`config.mk`:
```
export PLATFORM = sky130hd
export DESIGN_NAME = hex_fetch_flat
export DESIGN_NICKNAME = d
export VERILOG_FILES = /design/src/rtl/hex_fetch_if.sv /design/src/rtl/hex_fetch.sv /design/src/flat_wrapper.sv
export SDC_FILE = /design/constraint.sdc
export NUM_CORES = 1
export LEC_CHECK = 0
export CAP_MARGIN = 20
export CELL_PAD_IN_SITES_DETAIL_PLACEMENT = 0
export CELL_PAD_IN_SITES_GLOBAL_PLACEMENT = 1
export CORE_UTILIZATION = 40
export CTS_CLUSTER_DIAMETER = 100
export DETAILED_ROUTE_END_ITERATION = 10
export GPL_TIMING_DRIVEN = 0
export PLACE_DENSITY = 0.89
export REMOVE_ABC_BUFFERS = 1
export SETUP_SLACK_MARGIN = 0.15
export SYNTH_ARGS = -nofsm -noshare
export SYNTH_HDL_FRONTEND = slang
export SYNTH_SLANG_ARGS = --single-unit
```
`constraint.sdc`:
```
create_clock -name clk -period 6.75 [get_ports clk]
set_clock_uncertainty 0.15 [all_clocks]
set_input_delay 1.6875 -clock clk [delete_from_list [all_inputs] [get_ports clk]]
set_output_delay 1.6875 -clock clk [all_outputs]
set_load 0.03 [all_outputs]
```
`src/rtl/hex_fetch_if.sv`:
```
// Bus bundle for the hex fetch stage: branch redirect, instruction memory
// port and the instruction hand-off towards execute.
interface hex_fetch_if #(
  parameter int ADDR_WIDTH = 18,
  parameter int DATA_WIDTH = 32
);
  logic                  redirect_valid;
  logic [ADDR_WIDTH-1:0] redirect_pc;
  logic                  mem_req;
  logic [ADDR_WIDTH-1:0] mem_addr;
  logic                  mem_rvalid;
  logic [DATA_WIDTH-1:0] mem_rdata;
  logic                  out_valid;
  logic                  out_ready;
  logic [3:0]            out_opc;
  logic [DATA_WIDTH-1:0] out_oreg;
  logic [ADDR_WIDTH-1:0] out_pc;
  logic [ADDR_WIDTH-1:0] out_next_pc;

  modport master (
    input  redirect_valid, redirect_pc, mem_rvalid, mem_rdata, out_ready,
    output mem_req, mem_addr, out_valid, out_opc, out_oreg, out_pc, out_next_pc
  );

  modport slave (
    output redirect_valid, redirect_pc, mem_rvalid, mem_rdata, out_ready,
    input  mem_req, mem_addr, out_valid, out_opc, out_oreg, out_pc, out_next_pc
  );
endinterface

```
`src/rtl/hex_fetch.sv`:
```
// Instruction fetch for the hex processor: fetches 32-bit words, walks their
// bytes, folds PFIX/NFIX prefixes into oreg and issues complete instructions.
module hex_fetch #(
  parameter int                    ADDR_WIDTH = 18,
  parameter int                    DATA_WIDTH = 32,
  parameter logic [ADDR_WIDTH-1:0] RESET_PC   = '0
) (
  input  logic        clk,
  input  logic        rst,
  hex_fetch_if.master bus
);
  localparam logic [1:0] FETCH  = 2'd0;
  localparam logic [1:0] DECODE = 2'd1;
  localparam logic [1:0] ISSUE  = 2'd2;
  localparam logic [3:0] PFIX   = 4'hD;
  localparam logic [3:0] NFIX   = 4'hE;

  logic [1:0]            r_state;
  logic [ADDR_WIDTH-1:0] r_pc;
  logic [DATA_WIDTH-1:0] r_oreg;
  logic [DATA_WIDTH-1:0] r_word;
  logic                  r_drop;
  logic                  r_mem_req;
  logic                  r_out_valid;
  logic [3:0]            r_out_opc;
  logic [DATA_WIDTH-1:0] r_out_oreg;
  logic [ADDR_WIDTH-1:0] r_out_pc;
  logic [ADDR_WIDTH-1:0] r_out_next_pc;

  logic [1:0]            w_state_next;
  logic [ADDR_WIDTH-1:0] w_pc_next;
  logic [DATA_WIDTH-1:0] w_oreg_next;
  logic                  w_drop_next;
  logic                  w_word_load;
  logic                  w_load_out;
  logic                  w_clear_out;
  logic [7:0]            w_byte;
  logic [3:0]            w_opc;
  logic [DATA_WIDTH-1:0] w_opr_ext;
  logic [ADDR_WIDTH-1:0] w_pc_inc;
  logic [1:0]            w_step_state;
  logic                  w_accept;

  // Little-endian: the low two pc bits select the byte within the held word.
  assign w_byte       = r_word[{r_pc[1:0], 3'b000} +: 8];
  assign w_opc        = w_byte[7:4];
  assign w_opr_ext    = {{(DATA_WIDTH-4){1'b0}}, w_byte[3:0]};
  assign w_pc_inc     = r_pc + ADDR_WIDTH'(1);
  assign w_step_state = (w_pc_inc[1:0] == 2'b00) ? FETCH : DECODE;
  assign w_accept     = bus.mem_rvalid && r_mem_req;

  always_comb begin
    w_state_next = r_state;
    w_pc_next    = r_pc;
    w_oreg_next  = r_oreg;
    w_drop_next  = r_drop;
    w_word_load  = 1'b0;
    w_load_out   = 1'b0;
    w_clear_out  = 1'b0;
    if (bus.redirect_valid) begin
      w_state_next = FETCH;
      w_pc_next    = bus.redirect_pc;
      w_oreg_next  = '0;
      w_clear_out  = 1'b1;
      // A request still in flight must have its response swallowed.
      w_drop_next  = (r_state == FETCH) && r_mem_req && !bus.mem_rvalid;
    end else begin
      case (r_state)
        FETCH: begin
          if (w_accept) begin
            if (r_drop) begin
              w_drop_next = 1'b0;
            end else begin
              w_word_load  = 1'b1;
              w_state_next = DECODE;
            end
          end
        end
        DECODE: begin
          if (w_opc == PFIX) begin
            w_oreg_next  = (r_oreg | w_opr_ext) << 4;
            w_pc_next    = w_pc_inc;
            w_state_next = w_step_state;
          end else if (w_opc == NFIX) begin
            w_oreg_next  = {{(DATA_WIDTH-8){1'b1}}, w_byte[3:0], 4'b0000};
            w_pc_next    = w_pc_inc;
            w_state_next = w_step_state;
          end else begin
            w_load_out   = 1'b1;
            w_state_next = ISSUE;
          end
        end
        ISSUE: begin
          if (bus.out_ready) begin
            w_oreg_next  = '0;
            w_pc_next    = w_pc_inc;
            w_clear_out  = 1'b1;
            w_state_next = w_step_state;
          end
        end
        default: w_state_next = FETCH;
      endcase
    end
  end

  always_ff @(posedge clk or posedge rst) begin
    if (rst) begin
      r_state       <= FETCH;
      r_pc          <= RESET_PC;
      r_oreg        <= '0;
      r_word        <= '0;
      r_drop        <= 1'b0;
      r_mem_req     <= 1'b0;
      r_out_valid   <= 1'b0;
      r_out_opc     <= '0;
      r_out_oreg    <= '0;
      r_out_pc      <= '0;
      r_out_next_pc <= '0;
    end else begin
      r_state   <= w_state_next;
      r_pc      <= w_pc_next;
      r_oreg    <= w_oreg_next;
      r_drop    <= w_drop_next;
      r_mem_req <= (w_state_next == FETCH);
      if (w_word_load) begin
        r_word <= bus.mem_rdata;
      end
      if (w_load_out) begin
        r_out_valid   <= 1'b1;
        r_out_opc     <= w_opc;
        r_out_oreg    <= r_oreg | w_opr_ext;
        r_out_pc      <= r_pc;
        r_out_next_pc <= w_pc_inc;
      end else if (w_clear_out) begin
        r_out_valid <= 1'b0;
      end
    end
  end

  assign bus.mem_req     = r_mem_req;
  assign bus.mem_addr    = {r_pc[ADDR_WIDTH-1:2], 2'b00};
  assign bus.out_valid   = r_out_valid;
  assign bus.out_opc     = r_out_opc;
  assign bus.out_oreg    = r_out_oreg;
  assign bus.out_pc      = r_out_pc;
  assign bus.out_next_pc = r_out_next_pc;
endmodule

```
`src/flat_wrapper.sv`:
```
// flat-port wrapper written by rule: the top's interface ports become plain ports
module hex_fetch_flat 
#(
  parameter int                    ADDR_WIDTH = 18,
  parameter int                    DATA_WIDTH = 32,
  parameter logic [ADDR_WIDTH-1:0] RESET_PC   = '0
)
  (clk, rst, bus_redirect_valid, bus_redirect_pc, bus_mem_rvalid, bus_mem_rdata, bus_out_ready, bus_mem_req, bus_mem_addr, bus_out_valid, bus_out_opc, bus_out_oreg, bus_out_pc, bus_out_next_pc);
  hex_fetch_if #(.ADDR_WIDTH(ADDR_WIDTH), .DATA_WIDTH(DATA_WIDTH)) bus_i ();
  input  logic clk;
  input  logic rst;
  input wire logic [$bits(bus_i.redirect_valid)-1:0] bus_redirect_valid;
  input wire logic [$bits(bus_i.redirect_pc)-1:0] bus_redirect_pc;
  input wire logic [$bits(bus_i.mem_rvalid)-1:0] bus_mem_rvalid;
  input wire logic [$bits(bus_i.mem_rdata)-1:0] bus_mem_rdata;
  input wire logic [$bits(bus_i.out_ready)-1:0] bus_out_ready;
  output wire logic [$bits(bus_i.mem_req)-1:0] bus_mem_req;
  output wire logic [$bits(bus_i.mem_addr)-1:0] bus_mem_addr;
  output wire logic [$bits(bus_i.out_valid)-1:0] bus_out_valid;
  output wire logic [$bits(bus_i.out_opc)-1:0] bus_out_opc;
  output wire logic [$bits(bus_i.out_oreg)-1:0] bus_out_oreg;
  output wire logic [$bits(bus_i.out_pc)-1:0] bus_out_pc;
  output wire logic [$bits(bus_i.out_next_pc)-1:0] bus_out_next_pc;
  assign bus_i.redirect_valid = bus_redirect_valid;
  assign bus_i.redirect_pc = bus_redirect_pc;
  assign bus_i.mem_rvalid = bus_mem_rvalid;
  assign bus_i.mem_rdata = bus_mem_rdata;
  assign bus_i.out_ready = bus_out_ready;
  assign bus_mem_req = bus_i.mem_req;
  assign bus_mem_addr = bus_i.mem_addr;
  assign bus_out_valid = bus_i.out_valid;
  assign bus_out_opc = bus_i.out_opc;
  assign bus_out_oreg = bus_i.out_oreg;
  assign bus_out_pc = bus_i.out_pc;
  assign bus_out_next_pc = bus_i.out_next_pc;
  hex_fetch #(.ADDR_WIDTH(ADDR_WIDTH), .DATA_WIDTH(DATA_WIDTH), .RESET_PC(RESET_PC)) u_core (.clk(clk), .rst(rst), .bus(bus_i));
endmodule
```
==> reports/metrics.csv <==
metric;value;unit
outcome;finished clean;
Die Area;18300;um^2
clock sinks;155;
most frequent cell after synthesis;dfrtp_1;
GRT Resource Usage Total;17.8;%
worst-path maximum fanout;34;
Resize count post-CTS;0;
min-delay worst type;flop to flop;
PortBufs;144;
first-pass GRT wire length;25200;um
synthesized area per cell;12.4;um^2
Worst setup SP type;flop;
TritonCTS clock tree;built;
initial core utilization;41.0;%
clk slew on worst S/H paths;0.06;ns
P_leak;4.01;nW
DP Area;8630;um^2
Critical R2R Launch;u_core.r_pc[0]$_DFFE_PP0P_;
worst skew pair latency;0.42;ns
R2R Setup Slk;3.00;ns
initial antenna violation count;0;
Setup violations, final;0;
fin crit period;3.75;ns
unrepaired setup endpoints after global routing;no;
# DRC;0;
total CTS buffers;17;
synth top area cells;dfrtp_1 55%, mux2_4 12%, mux2_2 5.1%;
# diodes;0;
Commonest cells post-synth;155 x dfrtp_1, 58 x nand2_1, 55 x mux2_4;
Slew Viols, Final;0;
sequential area share after synthesis;54.7;%
crit path capture type;flop;
root buffer selected by CTS;clkbuf_16;
ys flop type;dfrtp_1;
largest net degree at the start of global routing;86;
Final Hold Viols;0;
Synth top area share;54.7;%
Avg WL per Cell;16.5;um
Die H;135;um
fmax;266;MHz
fin crit share;55.6;%
reg2reg end;u_core.bus.out_oreg[16]$_DFFE_PP0P_;
WS Path Type;flop to flop;
vias;4794;
# H-tree levels;4;
Placer Congestion;0.716;
FILL cells;1443;
Vias/cell;5.18;
#FFs+latches synth;155;
largest area contributor in the netlist;dfrtp_1;
final core occ;53.5;%
worst slew pin tran;0.973;ns
CP startpoint;u_core.r_pc[0]$_DFFE_PP0P_;
Nets;744;
Slew HR;35.1;%
DRT Pass-1 Iters;4;
Data arrival, critical path;3.90;ns
I/O Pins;147;
area grow syn2layout;30.6;%
number of synthesized flops with an enable pin;0;
synthesized area;7090;um^2
CP Capture Point;u_core.bus.out_oreg[16]$_DFFE_PP0P_;
GRT overflow;0;
async set-or-reset flop fraction in the synthesized netlist;100;%
post-route cell area;9260;um^2
layout cells sized above 1;20.4;%
CORE AREA;17300;um^2
Post-Synthesis Cells;571;
DRT antenna net count;0;
# hold bufs at CTS;0;
worst-case clock buffer depth;2;
Req. time, crit path;6.90;ns
Detailed Route WL;15300;um
maxcap violations;0;
VDD IR max;0.238;mV
setup repair bufs after CTS;0;
cell count of the worst reg-to-reg path;5;
post-synth cell types;44;
pwr/cell area;440;nW/um^2
hpwl dp;10000;um
vias in the first global route;4854;
die width;135;um
Ys Warns;0;
DR iter-0 viols;310;
Row Count;48;
==> flip-flops by register name (all words and copies together) (netlist names), 2 cells and up <==
| signal | count |
|---|---|
| u_core.r_pc | 18 |
| u_core.r_oreg | 28 |
| u_core.bus.out_next_pc | 18 |
| u_core.bus.out_opc | 4 |
| u_core.r_state | 2 |
| u_core.bus.out_pc | 18 |
| u_core.bus.out_oreg | 32 |
| u_core.r_word | 32 |
==> placed cells by master, fill, tap and decap left out, types with 3 or more instances in the layout <==
| cell | n |
|---|---|
| dfrtp_1 | 155 |
| clkdlybuf4s50_1 | 143 |
| nand2_1 | 58 |
| mux2_4 | 55 |
| mux2_2 | 32 |
| o21ai_0 | 31 |
| a21oi_1 | 30 |
| o211ai_1 | 25 |
| nor2_1 | 20 |
| clkbuf_16 | 17 |
| a31oi_1 | 14 |
| nand3_1 | 13 |
| or3_1 | 13 |
| xor2_1 | 12 |
| mux4_2 | 6 |
| xnor2_1 | 6 |
| inv_6 | 5 |
| inv_1 | 4 |
| nand3b_1 | 4 |
| clkinv_4 | 4 |
| buf_16 | 4 |
| or2_2 | 3 |
| and2_1 | 3 |
| o31ai_1 | 3 |
| clkinv_2 | 3 |
| buf_8 | 3 |
==> critical path, stage by stage, from the launching register on <==
cell and delay (ns):
dfrtp_1 0.91, mux4_1 0.71, xor2_1 0.38, a2111o_2 0.82, buf_12 0.31, mux2_4 0.32
==> cell type report <==
type | count | area, um^2 | area share [%]
Tap cell | 225 | 282 | 3.04
Timing Repair Buffer | 153 | 1630 | 17.6
Inverter | 5 | 23.8 | 0.257
Multi-Input combinational cell | 355 | 2860 | 30.8
Clock buffer | 17 | 425 | 4.59
Clock inverter | 15 | 164 | 1.77
Sequential cell | 155 | 3880 | 41.9
==> report_power, final <==
part	total, W	internal (W)	switching (W)
registers	0.00148	0.00126	0.000219
clock network	0.000959	0.000552	0.000407
logic	0.00164	0.000817	0.000822
==> per-layer routing <==
layer  up-vias  share of wire, %  global-route usage, %
met2       145                48                   29.0
met1      2388                45                   23.1
li1       2240                 -                      -
met3        21               5.4                   4.19
met4         0               1.6                   6.43
met5         -                 0                      0
==> stage by stage <==
stage | total power, W | setup TNS, ns | std cells | setup WS [ns] | hold slack [ns]
final | 0.00408 | 0 | 925 | 3.00 | 0.331
after global routing | 0.00430 | 0 | 925 | 2.81 | 0.370
after CTS | 0.00411 | 0 | 923 | 2.97 | 0.334
after detailed placement | 0.00313 | 0 | 891 | 2.64 | 0.320
after global placement | 0.00306 | -227.45 | 884 | -1.26 | 0.316
after floorplan | 0.00249 | 0 | 515 | 0.734 | 0.322
==> kinds of logic (layout without fill, tap and decap cells) <==
| kind of cell | count (synthesis) | after routing | synth area share (%) |
|---|---|---|---|
| multiplexers | 97 | 97 | 19.7 |
| other | 1 | 2 | 0.0529 |
| AND/OR/NAND/NOR | 127 | 127 | 8.34 |
| AO/OA/AOI/OAI | 109 | 109 | 9.26 |
| buffers and inverters | 62 | 190 | 5.43 |
| adder cells (fa/ha/maj) | 2 | 2 | 0.353 |
| flip-flops | 155 | 155 | 54.7 |
| XOR/XNOR | 18 | 18 | 2.22 |
==> worst min path at each step <==
stage	endpoint	start	slack (ns)	cells past startpoint
2_1_floorplan	u_core.r_word[13]$_DFFE_PP0P_	u_core.r_word[13]$_DFFE_PP0P_	0.32	1
3_5_place_dp	u_core.bus.out_next_pc[2]$_DFFE_PP0P_	u_core.bus.out_next_pc[2]$_DFFE_PP0P_	0.32	2
5_1_grt	u_core.r_word[22]$_DFFE_PP0P_	u_core.r_word[22]$_DFFE_PP0P_	0.37	1
6_report	u_core.bus.out_next_pc[2]$_DFFE_PP0P_	u_core.bus.out_next_pc[2]$_DFFE_PP0P_	0.33	2
3_3_place_gp	u_core.bus.out_next_pc[14]$_DFFE_PP0P_	u_core.bus.out_next_pc[14]$_DFFE_PP0P_	0.32	2
4_1_cts	u_core.bus.out_next_pc[2]$_DFFE_PP0P_	u_core.bus.out_next_pc[2]$_DFFE_PP0P_	0.33	2
Note: power is estimated with default switching activity, not from simulation.
==> variant 1: new RTL, config.mk and constraints unchanged <==
Reset style: synchronous (`rst`), changed in one clocked block.
--- a/src/rtl/hex_fetch.sv
+++ b/src/rtl/hex_fetch.sv
@@ -104,5 +104,5 @@
   end
 
-  always_ff @(posedge clk or posedge rst) begin
+  always_ff @(posedge clk) begin
     if (rst) begin
       r_state       <= FETCH;
Formal check against the unedited RTL: differs if rst is asserted again (counterexample within 4 cycles, from zero or initial values and one cycle with rst high); with rst held inactive, the same outputs for 4 cycles.
==> variant 1 against the original RTL <==
Setup slack better by 210 ps. Final area shrank 8.5%. Wire length up 1.2%. Area after synthesis fell by 9.9%. Synthesized cell count rose by 34%. Sequential cell count unchanged. Largest cell class unchanged. Highest routed layer unchanged.
Power is not compared: it rests on default switching activity, and its combinational part moved more than twofold at a synthesized area within 25%.
==> variant 1: results (changes against the original RTL) <==
[logic_synthesis]
synth_area_leaders=dfxtp_1, nand2_1, a21oi_1, buf_4, mux4_2
synthMuxAreaShare_pct=2.97  ; -17 points
synth_cell_types=45  ; +2.3%
ys_seq_area_share_pct=48.5  ; -6.2 points
async_flop_share_pct=0  ; -100 points
synth_compound_area_share_pct=17.6  ; +8.3 points
synth_area_per_cell_sq_um=8.36  ; -33%

[placement]
post-dp-hpwl_um=9700  ; -3.1%
dp.cells=1046  ; +17%
placed_cell_area_sq_um=7790  ; -9.7%
gp_congestion=0.759  ; +6.0%

[setup_path]
arrival_ps=3730  ; -170 ps
r2r-start=u_core.r_pc[0]
crit_start=bus_redirect_valid
r2r_end=u_core.r_oreg[13]
crit_end=u_core.bus.out_next_pc[6]
slowest_delay_ps=560  ; -350 ps

[layout]
n_fill_cell=1515  ; +5.0%
drive_above_1_share_pct=6.57  ; -14 points

[global_routing]
grt_start_max_net_pins=77  ; -10%
use_met2_pct=31.8  ; +2.8 points
grt_use_met1_pct=24.5  ; +1.4 points
grt_pass1_wl_um=25200  ; about the same
grt.total_usage_pct=19.5  ; +1.7 points
use_met3_pct=5.41  ; +1.2 points

[drt]
vias_per_cell=5.09  ; -1.8%
wl_met3_um=817  ; -1.7%
route.met2.wl_um=7250  ; -1.6%

[timing]
worst_pin_slew_ps=959  ; -13.5 ps

[run_status]
status=finished clean

[hold_path]
hp-start=u_core.r_oreg[30]

variant 1: cell types whose count changed in the layout (fill, tap and decap cells not counted), moves of 13 or more:
| cell | change |
|---|---|
| a21oi_1 | +85 |
| a31oi_1 | -13 |
| dfrtp_1 | -155 |
| dfxtp_1 | +155 |
| mux2_2 | -32 |
| mux2_4 | -55 |
| nand2_1 | +148 |
| nor3_1 | +15 |
| o211ai_1 | -25 |
variant 1: cell type report:
| class | count | area, sq um | share of cell area [%] |
|---|---|---|---|
| Sequential cell | 155 | 3100 | 36.6 |
| Clock buffer | 19 | 443 | 5.23 |
| Multi-Input combinational cell | 525 | 2860 | 33.7 |
| Timing Repair Buffer | 149 | 1540 | 18.2 |
| Inverter | 6 | 22.5 | 0.266 |
| Clock inverter | 13 | 239 | 2.82 |
| Tap cell | 211 | 264 | 3.12 |
variant 1: worst min-delay path, stage by stage (launching register included):
cell     delay [ps]
dfxtp_1         310
nand2_1          50
a21oi_1          50
==> variant 2: new RTL, same settings <==
Without the edit above. `DATA_WIDTH` is set to 32 in 3 places; all go to 48.
--- a/src/rtl/hex_fetch_if.sv
+++ b/src/rtl/hex_fetch_if.sv
@@ -3,5 +3,5 @@
 interface hex_fetch_if #(
   parameter int ADDR_WIDTH = 18,
-  parameter int DATA_WIDTH = 32
+  parameter int DATA_WIDTH = 48
 );
   logic                  redirect_valid;
--- a/src/rtl/hex_fetch.sv
+++ b/src/rtl/hex_fetch.sv
@@ -3,5 +3,5 @@
 module hex_fetch #(
   parameter int                    ADDR_WIDTH = 18,
-  parameter int                    DATA_WIDTH = 32,
+  parameter int                    DATA_WIDTH = 48,
   parameter logic [ADDR_WIDTH-1:0] RESET_PC   = '0
 ) (
--- a/src/flat_wrapper.sv
+++ b/src/flat_wrapper.sv
@@ -3,5 +3,5 @@
 #(
   parameter int                    ADDR_WIDTH = 18,
-  parameter int                    DATA_WIDTH = 32,
+  parameter int                    DATA_WIDTH = 48,
   parameter logic [ADDR_WIDTH-1:0] RESET_PC   = '0
 )
Ports: changed (resized bus_mem_rdata and bus_out_oreg); port bits go from 147 to 179. The function was not compared with the original's and may differ.
==> variant 2 against the original RTL <==
Wire length up 15%. Cell count up 17%. Area after synthesis increased by 15%. Sequential cell count rose by 32. Total power is 9.8% higher. Final area grew 14%. Sequential share of layout area increased by 2.5 points. Worst hold slack worse by 2.2 ps. Setup slack improved by 190 ps. Core utilization increased by 0.072 points. Critical path type unchanged.
==> variant 2: results (changes against the original RTL) <==
[power]
power.switching_mw=1.60  ; +11%
pwr-share-clk_pct=22.5  ; -1.0 points
p_leak_nw=4.41  ; +9.9%
pg_comb_mw=1.75  ; +7%
seqPwrFrac_pct=38.4  ; +2.1 points
irDropWorstVdd_mv=0.194  ; -18%

[placement]
dp.cells=1048  ; +18%
io_buffer_count=160  ; +11%
post-place-ws_ps=3000  ; +367 ps
gp_congestion=0.700  ; -2.2%
post-dp-hpwl_um=11400  ; +14%
placed_cell_area_sq_um=9940  ; +15%

[drt]
vias_per_cell=5.15  ; -0.70%
route.met2.wl_um=8080  ; +9.8%
dr.pass1.iters=5  ; +1
wl_per_cell_um=16.2  ; -1.8%
drtIter0Drc=249  ; -20%
wirelength_um=17500  ; +15%
wl_met1_um=8340  ; +22%
wl_met3_um=943  ; +13%

[global_routing]
grt_pass1_wl_um=28700  ; +14%
use_met3_pct=5.26  ; +1.1 points
grt_start_max_net_pins=126  ; +47%
use_met2_pct=26.7  ; -2.3 points
grt_use_met1_pct=24.7  ; +1.6 points
grt.total_usage_pct=17.7  ; -0.14 points

[layout]
nets=875  ; +18%
clkbuf_count=21  ; +4
buffer_area_share_pct=17.1  ; -0.50 points
drive_above_1_share_pct=19.4  ; -1.0 points
nNonClkBuffers=170  ; +11%
multi_input_gates=422  ; +19%
n_all_inverters=4  ; -1
n_fill_cell=1729  ; +20%
seq_area_sq_um=4680  ; +21%
syn_to_final_growth_pct=29.7
clk_share_pct=5.64  ; -0.72 points

[logic_synthesis]
yosys-top-cells-count=dfrtp_1, mux2_2, nand2_1
synthCells=679  ; +19%
synth_area_leaders=dfrtp_1, mux2_2, o211ai_1, nand2_1, a21oi_1
synth_cell_types=42  ; -4.5%

[hold_path]
hp-start=u_core.bus.out_next_pc[9]

[setup_path]
slowest_delay_ps=870  ; -40 ps
arrival_ps=3710  ; -190 ps
crit_fanout=35  ; +2.9%

[clocking]
cts.sinks=187  ; +21%
post-cts-setup-buffer-count=0  ; unchanged

[run_status]
status=finished clean

[timing]
worst_pin_slew_ps=973  ; +0.609 ps

variant 2: cells by family (layout without fill, tap and decap cells):
| kind of cell | after synthesis | in the layout | synth area share (%) |
|---|---|---|---|
| other | 1 | 2 | 0.0462 |
| multiplexers | 111 | 111 | 16.5 |
| AO/OA/AOI/OAI | 142 | 142 | 10.7 |
| buffers and inverters | 71 | 206 | 4.54 |
| adder cells (fa/ha/maj) | 2 | 2 | 0.308 |
| AND/OR/NAND/NOR | 147 | 147 | 8.36 |
| XOR/XNOR | 18 | 18 | 1.94 |
| flip-flops | 187 | 187 | 57.6 |
variant 2: final timing paths:
path | to | slack [ps] | cells after the start
worst min-delay path | u_core.bus.out_next_pc[9] | 330 | 2
min in group asynchronous | u_core.bus.out_next_pc[0] | 1550 | 2
max in group asynchronous | u_core.r_oreg[30] | 3910 | 3
worst max-delay path | u_core.bus.out_pc[15] | 3190 | 5
worst min register to register | u_core.bus.out_next_pc[9] | 330 | 2
worst max register to register | u_core.bus.out_pc[15] | 3190 | 5
